## src/rtl/seg7_pkg.sv

```systemverilog
// rtl/seg7_pkg.sv - glyph codes, active-high segment patterns and FSM states for the 7-segment display
package seg7_pkg;

  typedef enum logic [4:0] {
    GLYPH_0, GLYPH_1, GLYPH_2, GLYPH_3, GLYPH_4, GLYPH_5, GLYPH_6, GLYPH_7,
    GLYPH_8, GLYPH_9, GLYPH_A, GLYPH_B, GLYPH_C, GLYPH_D, GLYPH_E, GLYPH_F,
    GLYPH_DASH, GLYPH_BLANK
  } glyph_e;

  // Bit order is g..a, segment on = 1.
  localparam logic [6:0] SEG_0     = 7'b0111111;
  localparam logic [6:0] SEG_1     = 7'b0000110;
  localparam logic [6:0] SEG_2     = 7'b1011011;
  localparam logic [6:0] SEG_3     = 7'b1001111;
  localparam logic [6:0] SEG_4     = 7'b1100110;
  localparam logic [6:0] SEG_5     = 7'b1101101;
  localparam logic [6:0] SEG_6     = 7'b1111101;
  localparam logic [6:0] SEG_7     = 7'b0000111;
  localparam logic [6:0] SEG_8     = 7'b1111111;
  localparam logic [6:0] SEG_9     = 7'b1101111;
  localparam logic [6:0] SEG_A     = 7'b1110111;
  localparam logic [6:0] SEG_B     = 7'b1111100;
  localparam logic [6:0] SEG_C     = 7'b0111001;
  localparam logic [6:0] SEG_D     = 7'b1011110;
  localparam logic [6:0] SEG_E     = 7'b1111001;
  localparam logic [6:0] SEG_F     = 7'b1110001;
  localparam logic [6:0] SEG_DASH  = 7'b1000000;
  localparam logic [6:0] SEG_BLANK = 7'b0000000;

  typedef enum logic [1:0] {
    IDLE,
    CONVERT,
    UPDATE
  } disp_state_e;

  function automatic glyph_e nibble_glyph(input logic [3:0] nib);
    return glyph_e'({1'b0, nib});
  endfunction

endpackage

```

## src/rtl/seg7_glyph.sv

```systemverilog
// rtl/seg7_glyph.sv - combinational glyph code to active-high segment pattern
module seg7_glyph
  import seg7_pkg::*;
(
  input  glyph_e     glyph,
  output logic [6:0] seg
);

  always_comb begin
    seg = SEG_BLANK;
    case (glyph)
      GLYPH_0:     seg = SEG_0;
      GLYPH_1:     seg = SEG_1;
      GLYPH_2:     seg = SEG_2;
      GLYPH_3:     seg = SEG_3;
      GLYPH_4:     seg = SEG_4;
      GLYPH_5:     seg = SEG_5;
      GLYPH_6:     seg = SEG_6;
      GLYPH_7:     seg = SEG_7;
      GLYPH_8:     seg = SEG_8;
      GLYPH_9:     seg = SEG_9;
      GLYPH_A:     seg = SEG_A;
      GLYPH_B:     seg = SEG_B;
      GLYPH_C:     seg = SEG_C;
      GLYPH_D:     seg = SEG_D;
      GLYPH_E:     seg = SEG_E;
      GLYPH_F:     seg = SEG_F;
      GLYPH_DASH:  seg = SEG_DASH;
      GLYPH_BLANK: seg = SEG_BLANK;
      default:     seg = SEG_BLANK;
    endcase
  end

endmodule

```

## src/rtl/seg7_multi_display.sv

```systemverilog
// rtl/seg7_multi_display.sv - multi-digit decimal/hex 7-segment controller with sequential double-dabble
module seg7_multi_display
  import seg7_pkg::*;
#(
  parameter int NUM_DIGITS = 6,
  parameter int DATA_W     = 20,
  parameter bit ACTIVE_LOW = 1'b1
)
(
  input  logic                    clk,
  input  logic                    reset,
  input  logic                    load,
  input  logic [DATA_W-1:0]       data_in,
  input  logic                    hex_mode,
  input  logic                    blank_zeros,
  output logic                    ready,
  output logic                    overflow,
  output logic [7*NUM_DIGITS-1:0] leds
);

  localparam int          BCD_W     = 4 * NUM_DIGITS;
  localparam int          CNT_W     = $clog2(DATA_W + 1);
  localparam logic [6:0]  BLANK_PIX = ACTIVE_LOW ? 7'h7F : 7'h00;
  localparam logic [63:0] DEC_MAX   = 64'(10 ** NUM_DIGITS) - 64'd1;

  disp_state_e       state;
  logic [DATA_W-1:0] bin_reg;
  logic [BCD_W-1:0]  bcd_reg;
  logic [CNT_W-1:0]  cnt;
  logic              hex_q;
  logic              blank_q;
  logic              ovf_q;

  // Overflow is decided on the raw input so the conversion never has to report it.
  logic [63:0] data_ext;
  logic        ovf_capture;
  assign data_ext    = 64'(data_in);
  assign ovf_capture = hex_mode ? ((data_ext >> BCD_W) != 64'd0) : (data_ext > DEC_MAX);

  logic [BCD_W-1:0]        bcd_adj;
  logic [BCD_W+DATA_W-1:0] dd_next;

  always_comb begin
    bcd_adj = bcd_reg;
    for (int k = 0; k < NUM_DIGITS; k++) begin
      if (bcd_reg[4*k +: 4] >= 4'd5) begin
        bcd_adj[4*k +: 4] = bcd_reg[4*k +: 4] + 4'd3;
      end
    end
  end

  assign dd_next = {bcd_adj, bin_reg} << 1;

  logic [63:0]      bin_ext;
  logic [BCD_W-1:0] digit_src;
  assign bin_ext   = 64'(bin_reg);
  assign digit_src = hex_q ? bin_ext[BCD_W-1:0] : bcd_reg;

  // Walk from the top digit down; leading stays set until the first nonzero nibble.
  glyph_e     glyph [NUM_DIGITS];
  logic       leading;
  logic [3:0] nib;

  always_comb begin
    leading = blank_q;
    nib     = 4'd0;
    for (int k = 0; k < NUM_DIGITS; k++) begin
      glyph[k] = GLYPH_BLANK;
    end
    for (int k = NUM_DIGITS - 1; k >= 0; k--) begin
      nib = digit_src[4*k +: 4];
      if (nib != 4'd0) begin
        leading = 1'b0;
      end
      if (ovf_q) begin
        glyph[k] = GLYPH_DASH;
      end else if (leading && (k != 0)) begin
        glyph[k] = GLYPH_BLANK;
      end else begin
        glyph[k] = nibble_glyph(nib);
      end
    end
  end

  logic [6:0] pix [NUM_DIGITS];

  for (genvar g = 0; g < NUM_DIGITS; g++) begin : g_digit
    seg7_glyph u_glyph (
      .glyph (glyph[g]),
      .seg   (pix[g])
    );
  end

  logic [7*NUM_DIGITS-1:0] leds_next;

  always_comb begin
    leds_next = '0;
    for (int k = 0; k < NUM_DIGITS; k++) begin
      leds_next[7*k +: 7] = ACTIVE_LOW ? ~pix[k] : pix[k];
    end
  end

  always_ff @(posedge clk or posedge reset) begin
    if (reset) begin
      state    <= IDLE;
      ready    <= 1'b1;
      overflow <= 1'b0;
      leds     <= {NUM_DIGITS{BLANK_PIX}};
      bin_reg  <= '0;
      bcd_reg  <= '0;
      cnt      <= '0;
      hex_q    <= 1'b0;
      blank_q  <= 1'b0;
      ovf_q    <= 1'b0;
    end else begin
      case (state)
        IDLE: begin
          if (load) begin
            bin_reg <= data_in;
            bcd_reg <= '0;
            hex_q   <= hex_mode;
            blank_q <= blank_zeros;
            ovf_q   <= ovf_capture;
            cnt     <= CNT_W'(DATA_W);
            ready   <= 1'b0;
            state   <= hex_mode ? UPDATE : CONVERT;
          end
        end
        CONVERT: begin
          bcd_reg <= dd_next[BCD_W+DATA_W-1 -: BCD_W];
          bin_reg <= dd_next[DATA_W-1:0];
          cnt     <= cnt - CNT_W'(1);
          if (cnt == CNT_W'(1)) begin
            state <= UPDATE;
          end
        end
        UPDATE: begin
          leds     <= leds_next;
          overflow <= ovf_q;
          ready    <= 1'b1;
          state    <= IDLE;
        end
        default: state <= IDLE;
      endcase
    end
  end

endmodule

```

## config.mk

```make
export PLATFORM = sky130hd
export DESIGN_NAME = seg7_multi_display
export DESIGN_NICKNAME = d
export VERILOG_FILES = /design/src/rtl/seg7_pkg.sv /design/src/rtl/seg7_glyph.sv /design/src/rtl/seg7_multi_display.sv
export SDC_FILE = /design/constraint.sdc
export NUM_CORES = 1
export LEC_CHECK = 0
export BUFFER_PORTS_ARGS = -buffer_cell sky130_fd_sc_hd__buf_2
export CORE_MARGIN = 2
export CORE_UTILIZATION = 35
export DETAILED_ROUTE_END_ITERATION = 7
export GPL_TIMING_DRIVEN = 0
export PLACE_DENSITY_LB_ADDON = 0.1
export SLEW_MARGIN = 20
export SYNTH_ARGS = -nofsm -noshare
export SYNTH_HDL_FRONTEND = slang
export SYNTH_SLANG_ARGS = --single-unit
```

## constraint.sdc

```tcl
create_clock -name clk -period 2.6 [get_ports clk]
set_clock_uncertainty 0.1 [all_clocks]
set_input_delay 0.26 -clock clk [delete_from_list [all_inputs] [get_ports clk]]
set_output_delay 0.26 -clock clk [all_outputs]
set_load 0.05 [all_outputs]
```

==> impl.org <==
** STA
- Final TNS setup :: 0 ns
- Worst slew pin tran :: 0.660 ns
- Setup repair after global routing missed its margin :: true
- Top achievable clock speed :: 391 MHz
- Setup violations remaining at the end of the flow were counted as 0.
- Count of final hold-check violations :: 0
- The max-slew violation count is 0.
- Headroom to the max-slew limit came out at 54.7%.
- Min cycle time layout :: 2.56 ns
- In the finished design, the share of the clock period the worst path needs comes to 98.4%.
- Setup slack closes at 0.0414 ns.

** Placement
- Number of I/O port buffers :: 68
- Detailed placement finished with a half-perimeter wire length of 15200 um.
- Routability-driven placement finished with a final weighted congestion of 0.896.
- Once placement completed, the tool counted placed cells totaling 1009.
- Timing analysis after detailed placement gives a worst setup slack of -0.793 ns.

** Clocking
- Total clock buffers created by CTS :: 9
- TritonCTS clock tree :: built
- The tree built by TritonCTS fans out to 98 sinks.
- Counting along the longest clock path gives a buffer depth of 2.
- The H-tree generated during clock tree synthesis spans 3 levels.
- Clk slew on worst S/H paths :: 0.07 ns
- In this run the clock root is driven by a clkbuf_16.
- The later pin in the worst-skew pair is clocked with a latency of 0.36 ns.

** Synthesis
- Number of enable flip-flop cells after synthesis :: 0
- Warnings from Yosys :: 0
- Sequential cell area fraction in the yosys report :: 37.9%
- Averaged over all synthesized cells, the footprint is 9.40 um^2.
- Top cells by area in the synthesized netlist :: dfrtp_1 21%, dfstp_2 17%, ha_1 9.5%, mux2i_1 6.8%, nand2_1 4.1%
- Most used DFF post-synth :: dfrtp_1
- Synthesis produced a netlist with a net count of 779.
- The biggest area contributor in the post-synthesis netlist is dfrtp_1.
- Proportion of netlist area held by the largest area contributor :: 20.8%
- Count of cell types in the netlist :: 74
- Gate count after technology mapping :: 704
- Post-synthesis async set-or-reset flop share :: 100%
- The cell area that synthesis handed to floorplanning was 0.00662 mm^2.
- Number of synthesized register bits :: 98

** Floorplanning
- For this design the top-level I/O count stands at 69.
- From left edge to right edge, the die measures 141 um.
- For this configuration, the core starts out at a cell density of 35.5%.
- Die Y :: 141 um
- Area inside the core boundary :: 0.0186 mm^2
- Number of rows created at floorplan :: 50
- The die covers 0.0200 mm^2.

** Critical path
- Walking the worst path, the cells encountered are nor4_1 > and4_4 > o21a_4 > o21ai_4 > buf_4 > ha_1 > o41ai_1 > o32ai_1 > o21ai_1.
- Category of the worst setup path launch point :: flip-flop
- Crit-path max cell delay :: 0.46 ns
- The largest individual stage delay along the critical path comes from the cell dfrtp_2.
- In this run the worst setup path terminates at leds[18].
- The startpoint identified for the worst register-to-register timing path is bin_reg[12].
- The worst setup path is captured at a flip-flop.
- Setup slack, reg-to-reg :: 0.04 ns
- Setup crit start :: bin_reg[12]
- Data required, critical path :: 2.78 ns
- R2r worst-path depth :: 9
- In this run the critical register-to-register path is captured at leds[18].
- Data arrives at the worst endpoint at 2.74 ns.
- Maximum fanout encountered on the critical timing path :: 4
- Type of the worst setup path :: reg -> reg

** Power and ir drop
- Reported leakage power :: 3.51 nW
- Max IR drop VDD :: 0.469 mV
- Power per unit of standard cell area :: 1390 mW/mm^2

** Detailed routing
- The pre-antenna-repair detailed-routing pass consisted of 5 iterations.
- In this run the remaining antenna-violating nets after routing total 0.
- Dividing the detail-routed wire length by the instance count gives 19.5 um.
- The detailed router finished its first iteration with 356 violations.
- The routed design has 20600 um of wire.
- Dividing the detail-routed via count by the number of cells gives 5.50.
- DR vias :: 5819
- In the routed design, unresolved DRC markers number 0.

** GRT
- The via count of the first global-routing pass is 5710.
- Global routing consumed, over all layers together, 20.4% of the routing resources.
- Antenna violations before repair :: 0
- Entering global routing, the biggest net connects 35 pins.
- The first global-routing pass estimated 31900 um of wire.
- The total overflow left after global routing is 0.

** Cells and area
- Total Nets Final :: 894
- Filler instances :: 1817
- In the final layout, the share of cells above drive strength 1 is 34.0%.
- The register with the most flip-flops in the layout has 42 of them.
- In the layout the commonest cells are 77 x buf_2, 70 x nand2_1, 49 x nor2_1, 48 x o21ai_0, 44 x a21oi_1.
- Leaving out filler cells and counting taps, the final layout contains 1058.
- Syn-to-layout area delta :: 26.2%
- Most common cell after layout, fill and taps aside :: buf_2
- Antenna diode count :: 0

** Hold path
- The min-delay analysis places its worst path in the category in -> reg.
- Worst min-delay path startpoint :: data_in[0]

** Status
- The flow ran to the end, and the final reports show no timing, DRC or antenna violations.

** Job
- Max-capacitance violation count :: 0
stage by stage:
| step | instance area (um^2) | power [mW] | hold WS, ns | utilization (%) |
|---|---|---|---|---|
| 2_1_floorplan | 6630 | 7.50 | 0.258 | - |
| 3_3_place_gp | 7260 | 8.95 | 0.347 | 39.0 |
| 3_5_place_dp | 7320 | 9.05 | 0.146 | 39.3 |
| 4_1_cts | 7980 | 11.0 | 0.0265 | 42.8 |
| 5_1_grt | 8350 | 12.3 | 0.0346 | 44.8 |
| 6_report | 8350 | 11.6 | 0.0306 | 44.8 |
critical path: cells and delay by family (launching register included):
family	cells	cell delay (ns)
flops	1	0.46
buf+inv	1	0.17
simple gates	2	0.65
fa+ha+maj	1	0.20
compound gates	5	0.89
layout make-up:
cell class / count / area [um^2] / area share [%]
inverters: 34 / 133 / 1.59
plain buffers: 37 / 238 / 2.85
clock inverters: 6 / 63.8 / 0.764
well taps: 234 / 293 / 3.51
multi-input cells: 532 / 4190 / 50.1
repair buffers: 107 / 676 / 8.09
clock buffers: 10 / 239 / 2.86
flip-flops and latches: 98 / 2520 / 30.2
worst min-delay path by stage:
stage / end / slack [ns] / cells past startpoint
global route: bin_reg[0] / 0.03 / 2
detailed placement: overflow / 0.15 / 2
floorplan: ovf_q / 0.26 / 1
CTS: bin_reg[0] / 0.03 / 2
finish: bin_reg[0] / 0.03 / 2
global placement: leds[40] / 0.35 / 2
metal layers:
layer	vias to the layer above	track usage, %	routed length [um]
li1	2785	-	-
met1	2869	29.1	9950
met2	147	32.2	9600
met3	18	3.48	756
met4	0	5.53	278
met5	-	0	0
Yosys cell counts, types with 3 or more instances:
cell type and instances:
a2111oi_0 4, a21oi_1 46, a22o_1 10, a31oi_1 11, a32o_1 7, and2_1 3
and4_1 3, buf_2 9, buf_6 3, clkbuf_1 26, dfrtp_1 55, dfstp_2 43
ha_1 50, inv_1 33, mux2_2 6, mux2_4 5, mux2i_1 45, mux2i_4 3
nand2_1 72, nand2b_1 13, nand3_1 13, nor2_1 54, nor2b_1 7, nor3_1 7
nor3b_1 4, nor4_1 8, o211ai_1 4, o21a_1 4, o21ai_0 49, o21ai_1 5
o22a_1 5, o22ai_1 17, o31ai_1 9, o32a_1 3, o32ai_1 8, or2_2 3
xnor2_1 7, xor2_1 4
repair_timing:
action                                 CTS  global route
hold buffers                             2             0
gates resized for setup                 55            55
endpoints found under the hold margin    2             0
buffers inserted                        18            16
pin swaps                               10            22
setup endpoints to repair               39            23
cells by family after synthesis:
family                     after synthesis  share of synthesized area (%)
AOI/OAI and AO/OA                      208                           20.8
xor gates and xnor gates                11                           1.46
adders and majority gates               50                           9.46
buffers and inverters                   74                           5.01
DFF                                     98                           37.9
muxes                                   63                           11.0
and+or+nand+nor                        200                           14.3
power breakdown:
part	internal [mW]	switching, mW
sequential	2.36	0.591
combinational	2.78	4.46
clock	0.775	0.629
Note: power is estimated with default switching activity, not from simulation.
